==> src/rtl/pattern_scan_ctrl_if.sv <==
// pattern_scan_ctrl_if: config, control, serial data and status bundle.
// master drives cfg/start/stop/din; slave returns dout/count/busy/done.
interface pattern_scan_ctrl_if #(
  parameter int PW = 8,
  parameter int CW = 8
);
  logic          cfg_we;
  logic [PW-1:0] cfg_pattern;
  logic [3:0]    cfg_len;
  logic          cfg_overlap;
  logic [CW-1:0] cfg_target;
  logic          start;
  logic          stop;
  logic          din;
  logic          din_valid;
  logic          dout;
  logic [CW-1:0] match_count;
  logic          busy;
  logic          done;

  modport master (
    output cfg_we, cfg_pattern, cfg_len,
    output cfg_overlap, cfg_target,
    output start, stop, din, din_valid,
    input  dout, match_count, busy, done
  );

  modport slave (
    input  cfg_we, cfg_pattern, cfg_len,
    input  cfg_overlap, cfg_target,
    input  start, stop, din, din_valid,
    output dout, match_count, busy, done
  );
endinterface

==> src/rtl/pattern_scan_ctrl.sv <==
// pattern_scan_ctrl: serial pattern matcher, IDLE/SCAN/DONE control.
// Ports: clk, rst (async low), bus (slave): cfg, start/stop, din, status.
module pattern_scan_ctrl #(
  parameter int PW = 8,
  parameter int CW = 8
) (
  input logic               clk,
  input logic               rst,
  pattern_scan_ctrl_if.slave bus
);

  localparam int SW = $clog2(PW + 1);

  typedef enum logic [1:0] {
    IDLE,
    SCAN,
    DONE
  } state_e;

  state_e        state_q;
  logic [PW-1:0] pat_q;
  logic [3:0]    len_q;
  logic          ovl_q;
  logic [CW-1:0] tgt_q;
  logic [PW-2:0] hist_q;
  logic [SW-1:0] seen_q;
  logic [CW-1:0] cnt_q;
  logic          busy_q;
  logic          done_q;

  logic [PW-1:0] win;
  logic [PW-1:0] mask;
  logic [SW-1:0] eff_len;
  logic [PW-2:0] hist_d;
  logic [SW-1:0] seen_d;
  logic [CW-1:0] cnt_d;
  logic          seen_ok;
  logic          hit;
  logic          hit_tgt;

  always_comb begin
    eff_len = SW'(len_q);
    if (len_q == 4'd0) begin
      eff_len = SW'(1);
    end else if (int'(len_q) > PW) begin
      eff_len = SW'(PW);
    end
  end

  always_comb begin
    mask = '0;
    for (int i = 0; i < PW; i++) begin
      mask[i] = (i < int'(eff_len));
    end
  end

  // Newest bit sits in bit 0, matching pattern bit 0 = last serial bit.
  assign win = {hist_q, bus.din};
  assign hist_d = win[PW-2:0];

  assign seen_ok = ({1'b0, seen_q} + (SW+1)'(1))
                   >= {1'b0, eff_len};

  assign hit = (state_q == SCAN) && bus.din_valid
               && seen_ok
               && (((win ^ pat_q) & mask) == '0);

  assign cnt_d = (cnt_q == '1) ? cnt_q
                 : cnt_q + CW'(1);

  assign hit_tgt = hit && (tgt_q != '0)
                   && ((cnt_q + CW'(1)) == tgt_q);

  // Non-overlap mode restarts the fill count after a hit.
  always_comb begin
    seen_d = seen_q;
    if (hit && !ovl_q) begin
      seen_d = '0;
    end else if (int'(seen_q) != PW) begin
      seen_d = seen_q + SW'(1);
    end
  end

  assign bus.dout        = hit;
  assign bus.match_count = cnt_q;
  assign bus.busy        = busy_q;
  assign bus.done        = done_q;

  always_ff @(posedge clk or negedge rst) begin
    if (!rst) begin
      state_q <= IDLE;
      pat_q   <= '0;
      len_q   <= '0;
      ovl_q   <= 1'b0;
      tgt_q   <= '0;
      hist_q  <= '0;
      seen_q  <= '0;
      cnt_q   <= '0;
      busy_q  <= 1'b0;
      done_q  <= 1'b0;
    end else begin
      unique case (state_q)
        IDLE: begin
          if (bus.cfg_we) begin
            pat_q <= bus.cfg_pattern;
            len_q <= bus.cfg_len;
            ovl_q <= bus.cfg_overlap;
            tgt_q <= bus.cfg_target;
          end
          if (bus.start) begin
            state_q <= SCAN;
            busy_q  <= 1'b1;
            done_q  <= 1'b0;
            cnt_q   <= '0;
            hist_q  <= '0;
            seen_q  <= '0;
          end
        end
        SCAN: begin
          if (bus.din_valid) begin
            hist_q <= hist_d;
            seen_q <= seen_d;
          end
          if (hit) begin
            cnt_q <= cnt_d;
          end
          if (bus.stop) begin
            state_q <= IDLE;
            busy_q  <= 1'b0;
          end else if (hit_tgt) begin
            state_q <= DONE;
            busy_q  <= 1'b0;
            done_q  <= 1'b1;
          end
        end
        DONE: begin
          if (bus.stop) begin
            state_q <= IDLE;
            done_q  <= 1'b0;
          end else if (bus.start) begin
            state_q <= SCAN;
            busy_q  <= 1'b1;
            done_q  <= 1'b0;
            cnt_q   <= '0;
            hist_q  <= '0;
            seen_q  <= '0;
          end
        end
        default: begin
          state_q <= IDLE;
          busy_q  <= 1'b0;
          done_q  <= 1'b0;
        end
      endcase
    end
  end

endmodule

==> src/flat_wrapper.sv <==
// flat-port wrapper written by rule: the top's interface ports become plain ports
module pattern_scan_ctrl_flat 
#(
  parameter int PW = 8,
  parameter int CW = 8
)
  (clk, rst, bus_cfg_we, bus_cfg_pattern, bus_cfg_len, bus_cfg_overlap, bus_cfg_target, bus_start, bus_stop, bus_din, bus_din_valid, bus_dout, bus_match_count, bus_busy, bus_done);
  pattern_scan_ctrl_if #(.PW(PW), .CW(CW)) bus_i ();
  input logic clk;
  input logic rst;
  input wire logic [$bits(bus_i.cfg_we)-1:0] bus_cfg_we;
  input wire logic [$bits(bus_i.cfg_pattern)-1:0] bus_cfg_pattern;
  input wire logic [$bits(bus_i.cfg_len)-1:0] bus_cfg_len;
  input wire logic [$bits(bus_i.cfg_overlap)-1:0] bus_cfg_overlap;
  input wire logic [$bits(bus_i.cfg_target)-1:0] bus_cfg_target;
  input wire logic [$bits(bus_i.start)-1:0] bus_start;
  input wire logic [$bits(bus_i.stop)-1:0] bus_stop;
  input wire logic [$bits(bus_i.din)-1:0] bus_din;
  input wire logic [$bits(bus_i.din_valid)-1:0] bus_din_valid;
  output wire logic [$bits(bus_i.dout)-1:0] bus_dout;
  output wire logic [$bits(bus_i.match_count)-1:0] bus_match_count;
  output wire logic [$bits(bus_i.busy)-1:0] bus_busy;
  output wire logic [$bits(bus_i.done)-1:0] bus_done;
  assign bus_i.cfg_we = bus_cfg_we;
  assign bus_i.cfg_pattern = bus_cfg_pattern;
  assign bus_i.cfg_len = bus_cfg_len;
  assign bus_i.cfg_overlap = bus_cfg_overlap;
  assign bus_i.cfg_target = bus_cfg_target;
  assign bus_i.start = bus_start;
  assign bus_i.stop = bus_stop;
  assign bus_i.din = bus_din;
  assign bus_i.din_valid = bus_din_valid;
  assign bus_dout = bus_i.dout;
  assign bus_match_count = bus_i.match_count;
  assign bus_busy = bus_i.busy;
  assign bus_done = bus_i.done;
  pattern_scan_ctrl #(.PW(PW), .CW(CW)) u_core (.clk(clk), .rst(rst), .bus(bus_i));
endmodule
==> config.mk <==
export PLATFORM = sky130hd
export DESIGN_NAME = pattern_scan_ctrl_flat
export DESIGN_NICKNAME = d
export VERILOG_FILES = /design/src/rtl/pattern_scan_ctrl_if.sv /design/src/rtl/pattern_scan_ctrl.sv /design/src/flat_wrapper.sv
export SDC_FILE = /design/constraint.sdc
export NUM_CORES = 1
export LEC_CHECK = 0
export CELL_PAD_IN_SITES_DETAIL_PLACEMENT = 0
export CELL_PAD_IN_SITES_GLOBAL_PLACEMENT = 2
export CORE_ASPECT_RATIO = 0.7
export CORE_MARGIN = 2
export CORE_UTILIZATION = 34
export CTS_BUF_LIST = sky130_fd_sc_hd__clkbuf_16
export DETAILED_ROUTE_END_ITERATION = 7
export GPL_TIMING_DRIVEN = 0
export PLACE_DENSITY_LB_ADDON = 0.1
export SYNTH_ARGS = -nofsm -noshare
export SYNTH_HDL_FRONTEND = slang
export SYNTH_SLANG_ARGS = --single-unit
export TNS_END_PERCENT = 10
==> constraint.sdc <==
create_clock -name clk -period 3.2 [get_ports clk]
set_input_delay 0.48 -clock clk [delete_from_list [all_inputs] [get_ports clk]]
set_output_delay 0.48 -clock clk [all_outputs]
set_load 0.03 [all_outputs]
Word-level counts from Yosys, hierarchy flattened:

Cells that the tools add are included.

* register bits after elaboration: 44

* order comparisons: 10
* bitwise gates (word level): 2
* equal/unequal tests: 13
* muxes and demuxes: 32
* add/sub/neg operators: 3
* reduce and logical (&&, ||, !) cells: 18

Operator list (count)
* $mux W8: 4
* $mux W4: 7
* $pmux W8 S3: 1
* $mux W7: 3
* $pmux W7 S3: 1
* $lt A3 B4 Y1 const A: 4
* $pmux W4 S3: 1
* $add A8 B1 Y8 const B: 1
* $and A8 B8 Y8: 1
* $eq A8 B8 Y1: 1
* $eq A8 B8 Y1 const B: 1
* $logic_not A8 Y1: 1
* $lt A1 B4 Y1 const A: 2
* $lt A2 B4 Y1 const A: 2
* $mux W1: 8
* $mux W2: 4
* $ne A2 B2 Y1 const B: 4
* $reduce_and A4 Y1: 2
* $reduce_bool A8 Y1: 1
* $xor A8 B8 Y8: 1
* $logic_and A1 B1 Y1: 6
* $pmux W1 S3: 2
* $pmux W2 S3: 1
* $reduce_and A2 Y1: 3
* other kinds (15): 16

Logic depth before layout (Yosys ltp):

* depth after elaboration: 12
* depth in mapped cells: 11
* mapped depth without buffers: 11

Least setup slack after synthesis:

No wires, ideal clock.

* path kind: reg2out
* start point: register u_core.seen_q[0]
* end point: output port bus_dout
* arrival: 2.010 ns
* required time: 2.720 ns
* cell stages (with the launch flop): 9
* setup slack: 0.710 ns
* path through: dfrtp_1 > ha_1 > nor2b_1 > nand2b_1 > ha_1 > o21ai_0 > o21a_1 > or3_4 > inv_2

* word-level cells in the longest chain between the ends: 4

RTL lines
* from (decl): RTL line pattern_scan_ctrl.sv:26 `logic [SW-1:0] seen_q;`
* from (signal assigned): RTL line pattern_scan_ctrl.sv:122 `seen_q <= seen_d;`
* $add A4 B1 Y5: RTL line pattern_scan_ctrl.sv:61 `assign seen_ok = ({1'b0, seen_q} + (SW+1)'(1))`
* $ge A5 B4 Y1: RTL line pattern_scan_ctrl.sv:62 `>= {1'b0, eff_len};`
* $logic_and A1 B1 Y1: RTL line pattern_scan_ctrl.sv:65 `&& seen_ok`
* $logic_and A1 B1 Y1: RTL line pattern_scan_ctrl.sv:66 `&& (((win ^ pat_q) & mask) == '0);`
* to (decl): RTL line flat_wrapper.sv:20 `output wire logic [$bits(bus_i.dout)-1:0] bus_dout;`

No other way between the ends.

Final worst setup path:

Ends and elaborated chain as after synthesis.

==> summary.txt <==
Run status
  • Outcome: complete, no violations

Drt
  • DRT Pass-1 Iters: 4
  • Starting DRT DRC Count: 138
  • Via/cell ratio: 5.10
  • Drt total wl: 6160 microns
  • Routed Antenna Nets: 0
  • Drt wl/cell: 16.1 microns
  • Via count: 1954
  • DRC Markers: 0

Synth
  • Post-Synthesis Cells: 238
  • Post-synthesis register bit count: 44
  • Synth Flop Type: dfrtp_1
  • YS warnings: 0
  • Async S/R FF share, synth: 100%
  • Syn Nets: 273
  • EDFF count, synth: 0
  • Sequential-to-total area share from yosys stat: 44.3%
  • Yosys top cell by area: dfrtp_1
  • Synth top area cells: dfrtp_1, mux2_2, ha_1, xor2_1, o21ai_0
  • Post-Syn Area: 2480 sq um
  • Post-synth top area share: 44.3%
  • Number of distinct library cells after synthesis: 48
  • Synthesized area per cell: around 10 sq um

Clock tree
  • Clk buf depth: 2
  • # Post-CTS Setup Buffers: 0
  • CTS tree: built
  • Clock buffer count from CTS: 5
  • Clock-pin slew on the worst setup and hold paths: 0.06 ns
  • H-tree levels: 2
  • CTS Hold Buffers Added: 0
  • Worst-Skew Late Latency: about 0.28 ns
  • Root buffer cell: clkbuf_16
  • # clock sinks: 44

Timing
  • Endpoints failing hold: 0
  • Clock Skew: between 0.002 and 0.0025 ns
  • Fin. max-slew vios: 0
  • Min cycle time layout: 3.07 ns
  • Worst slew pin tran: 0.858 ns
  • Sum Neg Setup Slack: 0 ns
  • Setup-failing EPs final: 0
  • Max_slew headroom: 42.7%
  • Final period util: 96.0%
  • Hold Slack: 0.0787 ns
  • RSZ-0062 raised after global routing: no
  • Maximum clock rate: roughly 330 MHz

Critical path
  • Critical Path RT: 2.72 ns
  • Setup crit end kind: output pin
  • Critical path fanouts, max: 10
  • Crit start category: flip-flop
  • Worst Path Arrival: 2.59 ns
  • Setup CP Type: reg2out

Place
  • Cell total after placement: roughly 380
  • Gpl congestion: between 0.7 and 0.8
  • Dpl hpwl: 4680 microns
  • IO Port Bufs: 38

Worst hold path
  • Hold Path Class: in2async

Global route
  • Total GRT Usage: ~16%
  • First-pass GRT wire length: 9950 microns
  • Initial antenna violation count: 0
  • GR Overflow Total: 0
  • Largest net degree at the start of global routing: 34
  • Vias in the first global route: 1831

Finish
  • Final Core Density: between 40 and 50%
  • FF+latch area: 1100 sq um
  • Fill count: 698
  • # diodes: 0
  • Multi-input logic area: 1300 sq um
  • Fin cells: 383
  • Layout overhead on the synthesized area: 27.6%
  • Final #Nets: 319
  • Layout cell share with drive strength beyond 1: 14.4%

Floorplan
  • FP Rows: 26
  • Die height: between 70 and 80 microns
  • Initial Utilization: 34.6%
  • Overall die area: 8020 sq um
  • Top Ports: 39
  • Die X-Extent: around 110 microns
  • Core Area: 7190 sq um

Power
  • Static Leak: 1.29 nW
  • Total power: 0.00186 W
  • Cell Pwr Density: 586 nW/um^2
  • Peak VDD IR: between 0.2 and 0.3 mV

Run
  • Max-cap viol count: 0
cell usage in the layout (no fill, tap or decap), drive strengths merged, types with 9 or more instances in the layout:
master          n
mux2           19
dfrtp          44
clkdlybuf4s50  36
xor2           10
inv             9
o21ai          15
nand2          16
clkbuf         12
logic make-up after synthesis:
family / synth area share [%]
mux: 8.61
xor+xnor: 6.34
simple gates: 15.4
fa+ha+maj: 3.52
buf+inv: 3.47
flops: 44.3
compound gates: 18.3
cell type report:
type / count / area share (%)
Clock buffer: 5 / 3.95
Clock inverter: 3 / 1.34
Timing Repair Buffer: 39 / 12.4
Multi-Input combinational cell: 176 / 40.9
Inverter: 9 / 1.14
Tap cell: 98 / 3.87
Sequential cell: 44 / 34.7
Buffer: 9 / 1.66
Yosys cell counts, types with 5 or more instances:
cell type	number
nand2b_1	8
nand3_1	8
nor3_1	5
o21ai_0	15
nand2_1	16
a21oi_1	5
nor4_1	5
dfrtp_1	44
ha_1	7
mux2_2	19
clkbuf_1	6
xnor2_1	8
inv_1	8
nor2_1	8
xor2_1	10
a22o_1	7
a31oi_1	7
critical path: stages, from the launching register on:
cell      delay (ns)
dfrtp_1         0.46
ha_1            0.25
nor2b_1         0.14
nand2b_1        0.16
ha_1            0.27
o21ai_0         0.06
o21a_1          0.19
or3_4           0.43
inv_4           0.13
clkbuf_4        0.21
stage by stage:
step | worst slack [ns] | cell area (sq um)
global route | 0.00124 | 3170
floorplan | 0.710 | 2480
detailed placement | -0.151 | 3000
finish | 0.129 | 3170
CTS | 0.0368 | 3170
global placement | -0.173 | 2990
report_power, final:
group	leakage [nW]	switching (W)	internal, W
Combinational	0.647	0.000246	0.000259
Clock	0.0814	0.000219	0.000367
Sequential	0.558	0.000118	0.000649
final timing paths:
kind                       depth (start not counted)                                    end  slack [ns]                         start
max                                                9                               bus_dout        0.13  u_core.seen_q[0]$_DFFE_PN0P_
min                                                1  u_core.bus.match_count[0]$_DFFE_PN0P_        0.08                           rst
max reg2reg                                       10  u_core.bus.match_count[4]$_DFFE_PN0P_        0.47  u_core.seen_q[0]$_DFFE_PN0P_
min reg2reg                                        1            u_core.bus.done$_DFFE_PN0P_        0.52   u_core.bus.done$_DFFE_PN0P_
max in group asynchronous                          2            u_core.pat_q[0]$_DFFE_PN0P_        2.64                           rst
min in group clk                                   1            u_core.bus.done$_DFFE_PN0P_        0.52   u_core.bus.done$_DFFE_PN0P_
flip-flops by register name, summed over array words and instances (netlist names):
signal                  flops
u_core.ovl_q                1
u_core.bus.done             1
u_core.bus.busy             1
u_core.hist_q               7
u_core.tgt_q                8
u_core.bus.match_count      8
u_core.pat_q                8
u_core.len_q                4
u_core.state_q              2
u_core.seen_q               4
timing repair:
| item | in CTS | in global routing |
|---|---|---|
| gates resized for setup | 5 | 2 |
| endpoints found under the setup margin | 1 | 1 |
| gates cloned | 0 | 0 |
| hold endpoints to repair | 0 | 0 |
routing by layer:
layer  up-vias  part of all wire (%)  track usage (%)
met5         -                     0                0
met4         0                  0.62             3.51
met3         4                   4.5             2.99
met2        41                    37             20.3
met1       924                    57             27.6
li1        985                     -                -
(Power assumes the default switching activity.)
